$ cat config.mk
export PLATFORM = sky130hd
export DESIGN_NAME = snn_layer_sequencer
export DESIGN_NICKNAME = d
export VERILOG_FILES = /design/src/rtl/snn_layer_sequencer_pkg.sv /design/src/rtl/snn_layer_sequencer_engine_handshake.sv /design/src/rtl/snn_layer_sequencer.sv
export SDC_FILE = /design/constraint.sdc
export NUM_CORES = 2
export LEC_CHECK = 0
export BUFFER_PORTS_ARGS = -buffer_cell sky130_fd_sc_hd__buf_4
export CORE_MARGIN = 1
export CORE_UTILIZATION = 60
export DETAILED_ROUTE_END_ITERATION = 7
export PLACE_DENSITY = 0.78
export REMOVE_ABC_BUFFERS = 1
export SLEW_MARGIN = 15
export SYNTH_ARGS = -nofsm -noshare
export SYNTH_HDL_FRONTEND = slang
export SYNTH_SLANG_ARGS = --single-unit
$ cat constraint.sdc
create_clock -name clk -period 7.55 [get_ports clk]
set_input_delay 1.1325 -clock clk [delete_from_list [all_inputs] [get_ports clk]]
set_output_delay 1.1325 -clock clk [all_outputs]
set_load 0.02 [all_outputs]
$ cat src/rtl/snn_layer_sequencer_pkg.sv
// snn_layer_sequencer_pkg: shared constants, state encodings and helpers for the layer sequencer.
package snn_layer_sequencer_pkg;
  localparam int MAX_LAYERS = 8;
  localparam int ADDR_W = 14;
  localparam logic [2:0] F_IN_SPIKE = 3'd0, F_WEIGHT = 3'd1, F_CURRENT = 3'd2, F_OUT_SPIKE = 3'd3;
  localparam logic [2:0] F_ROWS = 3'd4, F_COLS = 3'd5, F_INNER = 3'd6, F_THRE = 3'd7;
  typedef enum logic [2:0] {S_IDLE, S_LOAD, S_MM, S_LIF, S_ADV, S_FIN} seq_state_t;
  typedef enum logic [1:0] {H_IDLE, H_LAUNCH, H_ACK, H_WAIT} hs_state_t;
  function automatic logic [3:0] clamp_layers(input logic [3:0] n);
    return (n > 4'(MAX_LAYERS)) ? 4'(MAX_LAYERS) : n;
  endfunction
endpackage

$ cat src/rtl/snn_layer_sequencer_engine_handshake.sv
// engine_handshake: one start pulse, then wait for done to drop (accept) and rise again (complete).
module engine_handshake
  import snn_layer_sequencer_pkg::*;
(
  input  logic clk,
  input  logic reset,
  input  logic i_go,
  input  logic i_done,
  output logic o_start,
  output logic o_fin
);
  hs_state_t r_state;
  assign o_fin = (r_state == H_WAIT) && i_done;
  always_ff @(posedge clk) begin
    if (reset) begin
      r_state <= H_IDLE;
      o_start <= 1'b0;
    end else begin
      o_start <= (r_state == H_IDLE) && i_go;
      case (r_state)
        H_IDLE:   r_state <= i_go ? H_LAUNCH : H_IDLE;
        H_LAUNCH: r_state <= H_ACK;
        H_ACK:    r_state <= i_done ? H_ACK : H_WAIT;
        default:  r_state <= i_done ? H_IDLE : H_WAIT;
      endcase
    end
  end
endmodule

$ cat src/rtl/snn_layer_sequencer.sv
// snn_layer_sequencer: walks timesteps x layers, configuring and launching matmul then LIF per layer.
module snn_layer_sequencer
  import snn_layer_sequencer_pkg::*;
(
  input  logic              clk,
  input  logic              reset,
  input  logic              cfg_we,
  input  logic [2:0]        cfg_layer,
  input  logic [2:0]        cfg_field,
  input  logic [15:0]       cfg_wdata,
  input  logic              run_start,
  input  logic [3:0]        num_layers,
  input  logic [7:0]        num_steps,
  output logic              busy,
  output logic              run_done,
  output logic [7:0]        cur_step,
  output logic [2:0]        cur_layer,
  output logic              mm_start,
  input  logic              mm_done,
  output logic [ADDR_W-1:0] mm_src1_addr,
  output logic [ADDR_W-1:0] mm_src2_addr,
  output logic [ADDR_W-1:0] mm_dest_addr,
  output logic [9:0]        mm_src1_row,
  output logic [9:0]        mm_src1_col,
  output logic [5:0]        mm_src2_row,
  output logic [5:0]        mm_src2_col,
  output logic              lif_start,
  input  logic              lif_done,
  output logic [ADDR_W-1:0] lif_src_addr,
  output logic [ADDR_W-1:0] lif_dest_addr,
  output logic [9:0]        lif_row,
  output logic [9:0]        lif_col,
  output logic [15:0]       lif_thre
);
  logic [ADDR_W-1:0] r_addr [MAX_LAYERS][4];
  logic [9:0]        r_rows [MAX_LAYERS];
  logic [5:0]        r_cols [MAX_LAYERS];
  logic [9:0]        r_inner [MAX_LAYERS];
  logic [15:0]       r_thre [MAX_LAYERS];
  seq_state_t        r_state;
  logic [3:0]        r_nl;
  logic [7:0]        r_ns;
  logic              w_mm_fin, w_lif_fin, w_last_layer, w_last_step, w_empty, w_enter_load;
  logic [2:0]        w_load_layer;
  assign w_last_layer = {1'b0, cur_layer} == r_nl - 4'd1;
  assign w_last_step  = cur_step == r_ns - 8'd1;
  assign w_empty      = (num_layers == 4'd0) || (num_steps == 8'd0);
  // Config is captured on the edge that enters LOAD so it is stable a full cycle before start.
  assign w_load_layer = (r_state == S_ADV && !w_last_layer) ? cur_layer + 3'd1 : 3'd0;
  assign w_enter_load = (r_state == S_IDLE && run_start && !w_empty) ||
                        (r_state == S_ADV && !(w_last_layer && w_last_step));
  always_ff @(posedge clk) begin
    if (reset) begin
      for (int l = 0; l < MAX_LAYERS; l++) begin
        for (int f = 0; f < 4; f++) r_addr[l][f] <= '0;
        r_rows[l]  <= '0;
        r_cols[l]  <= '0;
        r_inner[l] <= '0;
        r_thre[l]  <= '0;
      end
    end else if (cfg_we && !busy) begin
      case (cfg_field)
        F_ROWS:  r_rows[cfg_layer]  <= cfg_wdata[9:0];
        F_COLS:  r_cols[cfg_layer]  <= cfg_wdata[5:0];
        F_INNER: r_inner[cfg_layer] <= cfg_wdata[9:0];
        F_THRE:  r_thre[cfg_layer]  <= cfg_wdata;
        default: r_addr[cfg_layer][cfg_field[1:0]] <= cfg_wdata[ADDR_W-1:0];
      endcase
    end
  end
  always_ff @(posedge clk) begin
    if (reset) begin
      r_state <= S_IDLE;
      r_nl <= '0;
      r_ns <= '0;
      busy <= 1'b0;
      run_done <= 1'b0;
      cur_step <= '0;
      cur_layer <= '0;
      {mm_src1_addr, mm_src2_addr, mm_dest_addr, mm_src1_row, mm_src1_col, mm_src2_row, mm_src2_col} <= '0;
      {lif_src_addr, lif_dest_addr, lif_row, lif_col, lif_thre} <= '0;
    end else begin
      run_done <= 1'b0;
      if (w_enter_load) begin
        mm_src1_addr  <= r_addr[w_load_layer][F_IN_SPIKE[1:0]];
        mm_src2_addr  <= r_addr[w_load_layer][F_WEIGHT[1:0]];
        mm_dest_addr  <= r_addr[w_load_layer][F_CURRENT[1:0]];
        mm_src1_row   <= r_rows[w_load_layer];
        mm_src1_col   <= r_inner[w_load_layer];
        mm_src2_row   <= r_inner[w_load_layer][5:0];
        mm_src2_col   <= r_cols[w_load_layer];
        lif_src_addr  <= r_addr[w_load_layer][F_CURRENT[1:0]];
        lif_dest_addr <= r_addr[w_load_layer][F_OUT_SPIKE[1:0]];
        lif_row       <= r_rows[w_load_layer];
        lif_col       <= {4'd0, r_cols[w_load_layer]};
        lif_thre      <= r_thre[w_load_layer];
      end
      case (r_state)
        S_IDLE: if (run_start) begin
          r_nl <= clamp_layers(num_layers);
          r_ns <= num_steps;
          cur_step <= '0;
          cur_layer <= '0;
          busy <= 1'b1;
          run_done <= w_empty;
          r_state <= w_empty ? S_FIN : S_LOAD;
        end
        S_LOAD: r_state <= S_MM;
        S_MM:   r_state <= w_mm_fin ? S_LIF : S_MM;
        S_LIF:  r_state <= w_lif_fin ? S_ADV : S_LIF;
        S_ADV: begin
          cur_layer <= w_load_layer;
          cur_step <= w_last_layer ? cur_step + 8'd1 : cur_step;
          run_done <= w_last_layer && w_last_step;
          r_state <= (w_last_layer && w_last_step) ? S_FIN : S_LOAD;
        end
        S_FIN: begin
          busy <= 1'b0;
          r_state <= S_IDLE;
        end
        default: r_state <= S_IDLE;
      endcase
    end
  end
  engine_handshake u_mm (
    .clk(clk), .reset(reset), .i_go(r_state == S_LOAD), .i_done(mm_done),
    .o_start(mm_start), .o_fin(w_mm_fin)
  );
  engine_handshake u_lif (
    .clk(clk), .reset(reset), .i_go(w_mm_fin), .i_done(lif_done),
    .o_start(lif_start), .o_fin(w_lif_fin)
  );
endmodule

==> summary.txt <==
Status
  • Status: completed

Floorplan
  • Core area: just over 70000 um^2
  • Die width: around 270 um
  • Full die area: ~73000 um^2
  • Die span in y: 270.3 um
  • Rows: a little under 100
  • Initial Utilization: 0.6113
  • I/O pin count: about 190

Clocking
  • Cts-stage hold buffer count: 0
  • H-tree Lvls: 3
  • CTS Buf Count: approximately 90
  • Worst-path clk slew: about 60 ps
  • Total setup buffers inserted after CTS: 0
  • CTS max path bufs: 3
  • Number of clock sinks: roughly 900
  • Root buffer cell: clkbuf_16
  • Skew-Pair Late Insertion Delay: roughly 650 ps
  • Post-CTS Resized: 0
  • CTS tree: yes

Place
  • Input/output buffers: 188
  • Detailed Place HPWL: about 67 mm
  • Dpl cells: 4339
  • GP Congestion: around 0.85

Hold path
  • Worst hold-check path type: register to register
  • Hold_sp: mm_src2_addr[13]$_SDFFE_PP0P_
  • Hold path depth: 2
  • Hold path endpoint: mm_src2_addr[13]$_SDFFE_PP0P_

Timing
  • Final TNS setup: 0 ps
  • Worst Skew: about 27 ps
  • Worst Tran Pin Value: 1224 ps
  • RSZ-0062 raised after global routing: false
  • Final worst path period need: 4423 ps
  • Max-slew violation total from the final report: 0
  • Final hold vios: 0
  • Slew margin rel.: 0.1752
  • FMAX: between 200 and 250 MHz
  • Final setup vio count: 0
  • Period utilization: 0.5858
  • Worst hold slack: 461.6 ps

Yosys
  • Most frequent cell after synthesis: and2_1
  • Post-synth EDFFs: just under 800
  • Most common library cells after synthesis: 788 x and2_1, 784 x edfxtp_1, 330 x clkbuf_1, 196 x mux2i_1, 156 x nor2_1
  • Synth area leader: edfxtp_1
  • Area share of fa/ha/maj cells after synthesis: 0.003477
  • Syn. warnings: 0
  • Number of synthesized register bits: 916
  • Sequential fraction of the synthesis area: 0.6064
  • Cell count after synthesis: 3565
  • Xor/xnor share of the synthesized area: 0.004202
  • Top FF cell, synth: edfxtp_1
  • Mapped Area: about 43000 um^2
  • Cell variety after synth: roughly 60
  • Multiplexer area fraction after synthesis: 0.06265
  • Synth top area share: 0.5452
  • Simple-gate share of the synthesized area: 0.1790
  • Synth Area in Compound Gates: 0.1008
  • Main combinational cell family by area after synthesis: simple AND/OR/NAND/NOR gates
  • Ys async rst share: 0
  • Syn Area/Cell: 12.11 um^2
  • Ranking of synthesized cells by area: edfxtp_1 55%, and2_1 11%, dfxtp_1 6.1%

Global route
  • Initial antenna violation count: 1
  • Overflow after GRT: 0
  • First-pass GRT wire length: around 170 mm
  • GRT Overall Usage: 0.3115
  • Vias in the first global route: approximately 29000
  • Largest net degree at the start of global routing: ~150

Critical path
  • Register-to-register setup slack: ~3100 ps
  • Worst Path Buf+Inv: 3
  • R2R depth: 10
  • Slowest Stage Delay on Critical Path: just over 800 ps
  • Worst EP required: 8040 ps
  • CP max-delay cell: nand3_1
  • CP most frequent cell: buf_4
  • Critical setup path kind: register to register
  • Startpoint types: register
  • CP arrival: approximately 4900 ps
  • Reg2reg end: lif_thre[6]$_SDFFE_PP0P_
  • Worst setup EP type: register
  • RR Startpoint: r_nl[0]$_SDFFE_PP0P_
  • CP delay by family, top: buffers and inverters
  • Worst Path Max Fanout: 77
  • Cell Chain, Critical Path: inv_1 -> ha_1 -> xor2_1 -> or4bb_1 -> a31o_4 -> buf_4 -> nand3_1 -> buf_4 -> o221ai_1 -> a311oi_1

Final layout
  • Fin cells: ~4500
  • Filler cells: around 5000
  • Layout cells sized above 1: 0.1469
  • Syn-to-layout area delta: 10.69%
  • Finished Core Util: 0.6767
  • Final net count: ~3500

Pwr
  • Max VDD drop: between 0.15 and 0.2 mV
  • P_leak: ~0.017 uW
  • Pwr per Cell Area: 235.3 nW/um^2
  • Power, Total: ~11000 uW

Detailed routing
  • Iteration-0 DRC Markers: 3848
  • Via count: about 29000
  • DRT antenna net count: 0
  • Per-cell routed wire length: roughly 26 um
  • Vias per cell: 6.532
  • Drt pass-1 iters: 6
  • Routed WL: between 100 and 150 mm
  • DRC violations left: 0

Flow run
  • MaxCap Viol Count: 0
-- how the worst max path moves through the flow --
stage | cells past startpoint | from | endpoint | slack, ps
finish | 10 | r_nl[0]$_SDFFE_PP0P_ | lif_thre[6]$_SDFFE_PP0P_ | 3130
floorplan | 5 | cur_layer[0]$_SDFFE_PP0P_ | lif_dest_addr[10]$_SDFFE_PP0P_ | -9480
CTS | 10 | r_nl[0]$_SDFFE_PP0P_ | lif_thre[14]$_SDFFE_PP0P_ | 3200
global route | 10 | r_nl[0]$_SDFFE_PP0P_ | lif_thre[14]$_SDFFE_PP0P_ | 2950
detailed placement | 5 | reset | r_rows[1][7]$_SDFFCE_PN0P_ | 2900
global placement | 5 | reset | r_inner[2][2]$_SDFFCE_PN0P_ | 3080
-- cells in the final DEF, fill, tap and decap left out, types with 8 or more instances in the layout --
master     netlist  routed
o31a_1          64      64
a21oi_1        118     118
o21ai_2          0      29
bufinv_16        0      12
and2_1         788     787
inv_1           12      12
nor3_1          70      68
and4_1          65      65
xor2_1          13      12
a2111oi_0       34      34
edfxtp_1       784     784
buf_4           40     240
nand3b_1         8       8
nand2_1        102     101
nand3_1          9       9
or2_2           34      34
a221oi_1        65      65
clkinv_2         0      12
a211oi_1        35      35
a311oi_1        35      34
o21ai_0        102      57
o22ai_1         36      36
mux2_2          64      64
mux2i_1        196     196
clkbuf_16        0      97
nor2_1         156     155
clkbuf_1       330      23
dfxtp_1        132     131
ha_1            12      11
nand4_1         63      63
o21ai_1          0      16
clkinv_1         1      18
o221ai_1        98      98
-- per-stage QoR --
stage	instance area (um^2)	setup WS, ps
2_1_floorplan	41370	-9476
3_5_place_dp	44530	2898
5_1_grt	47790	2947
6_report	47800	3127
4_1_cts	47660	3196
3_3_place_gp	44500	3077
-- metal layers --
metal  wire [um]  up-vias  global-route usage
li1            -    13010                   -
met1       43600    14460              0.4054
met2       56120     1774              0.5154
met3       11800      254             0.05903
met4        3705        2              0.1262
met5          13        -                   0
-- flip-flops by register name, summed over array words and instances, names as in the netlist, 8 cells and up --
| register | count |
|---|---|
| mm_src1_col | 10 |
| lif_row | 10 |
| r_thre | 128 |
| r_rows | 80 |
| mm_src1_addr | 14 |
| lif_dest_addr | 14 |
| lif_src_addr | 14 |
| r_inner | 80 |
| cur_step | 8 |
| r_ns | 8 |
| r_cols | 48 |
| mm_src2_addr | 14 |
| lif_thre | 16 |
| r_addr | 448 |
-- area by class of cell --
class	instances	area [um^2]	share of cell area
clock inverters	48	554.3	0.01160
repair buffers	244	1872	0.03916
clock buffers	125	2582	0.05403
flip-flops and latches	916	26190	0.5479
diodes	2	5.005	0.0001047
multi-input cells	2226	15360	0.3213
inverters	14	60.06	0.001257
well taps	940	1176	0.02461
-- tightest hold or removal path, cell delays in order, from the launching register on --
cell and delay (ps):
dfxtp_1 310, nand2_1 50, mux2i_1 50
-- cells by family (layout without fill, tap and decap cells) --
family,after synthesis,in the layout
simple gates,1323,1323
flops,916,916
compound gates,607,607
buf+inv,426,431
mux,261,261
xor+xnor,19,19
fa+ha+maj,12,12
other cells,1,6
-- where the power goes --
part | switching (uW) | internal, uW | leakage (uW) | total (uW)
logic | 498 | 244 | 0.00648 | 742
registers | 95.8 | 5670 | 0.00917 | 5770
clock network | 1930 | 2810 | 0.00153 | 4740
total | 2520 | 8730 | 0.0172 | 11200
Note: power is estimated with default switching activity, not from simulation.
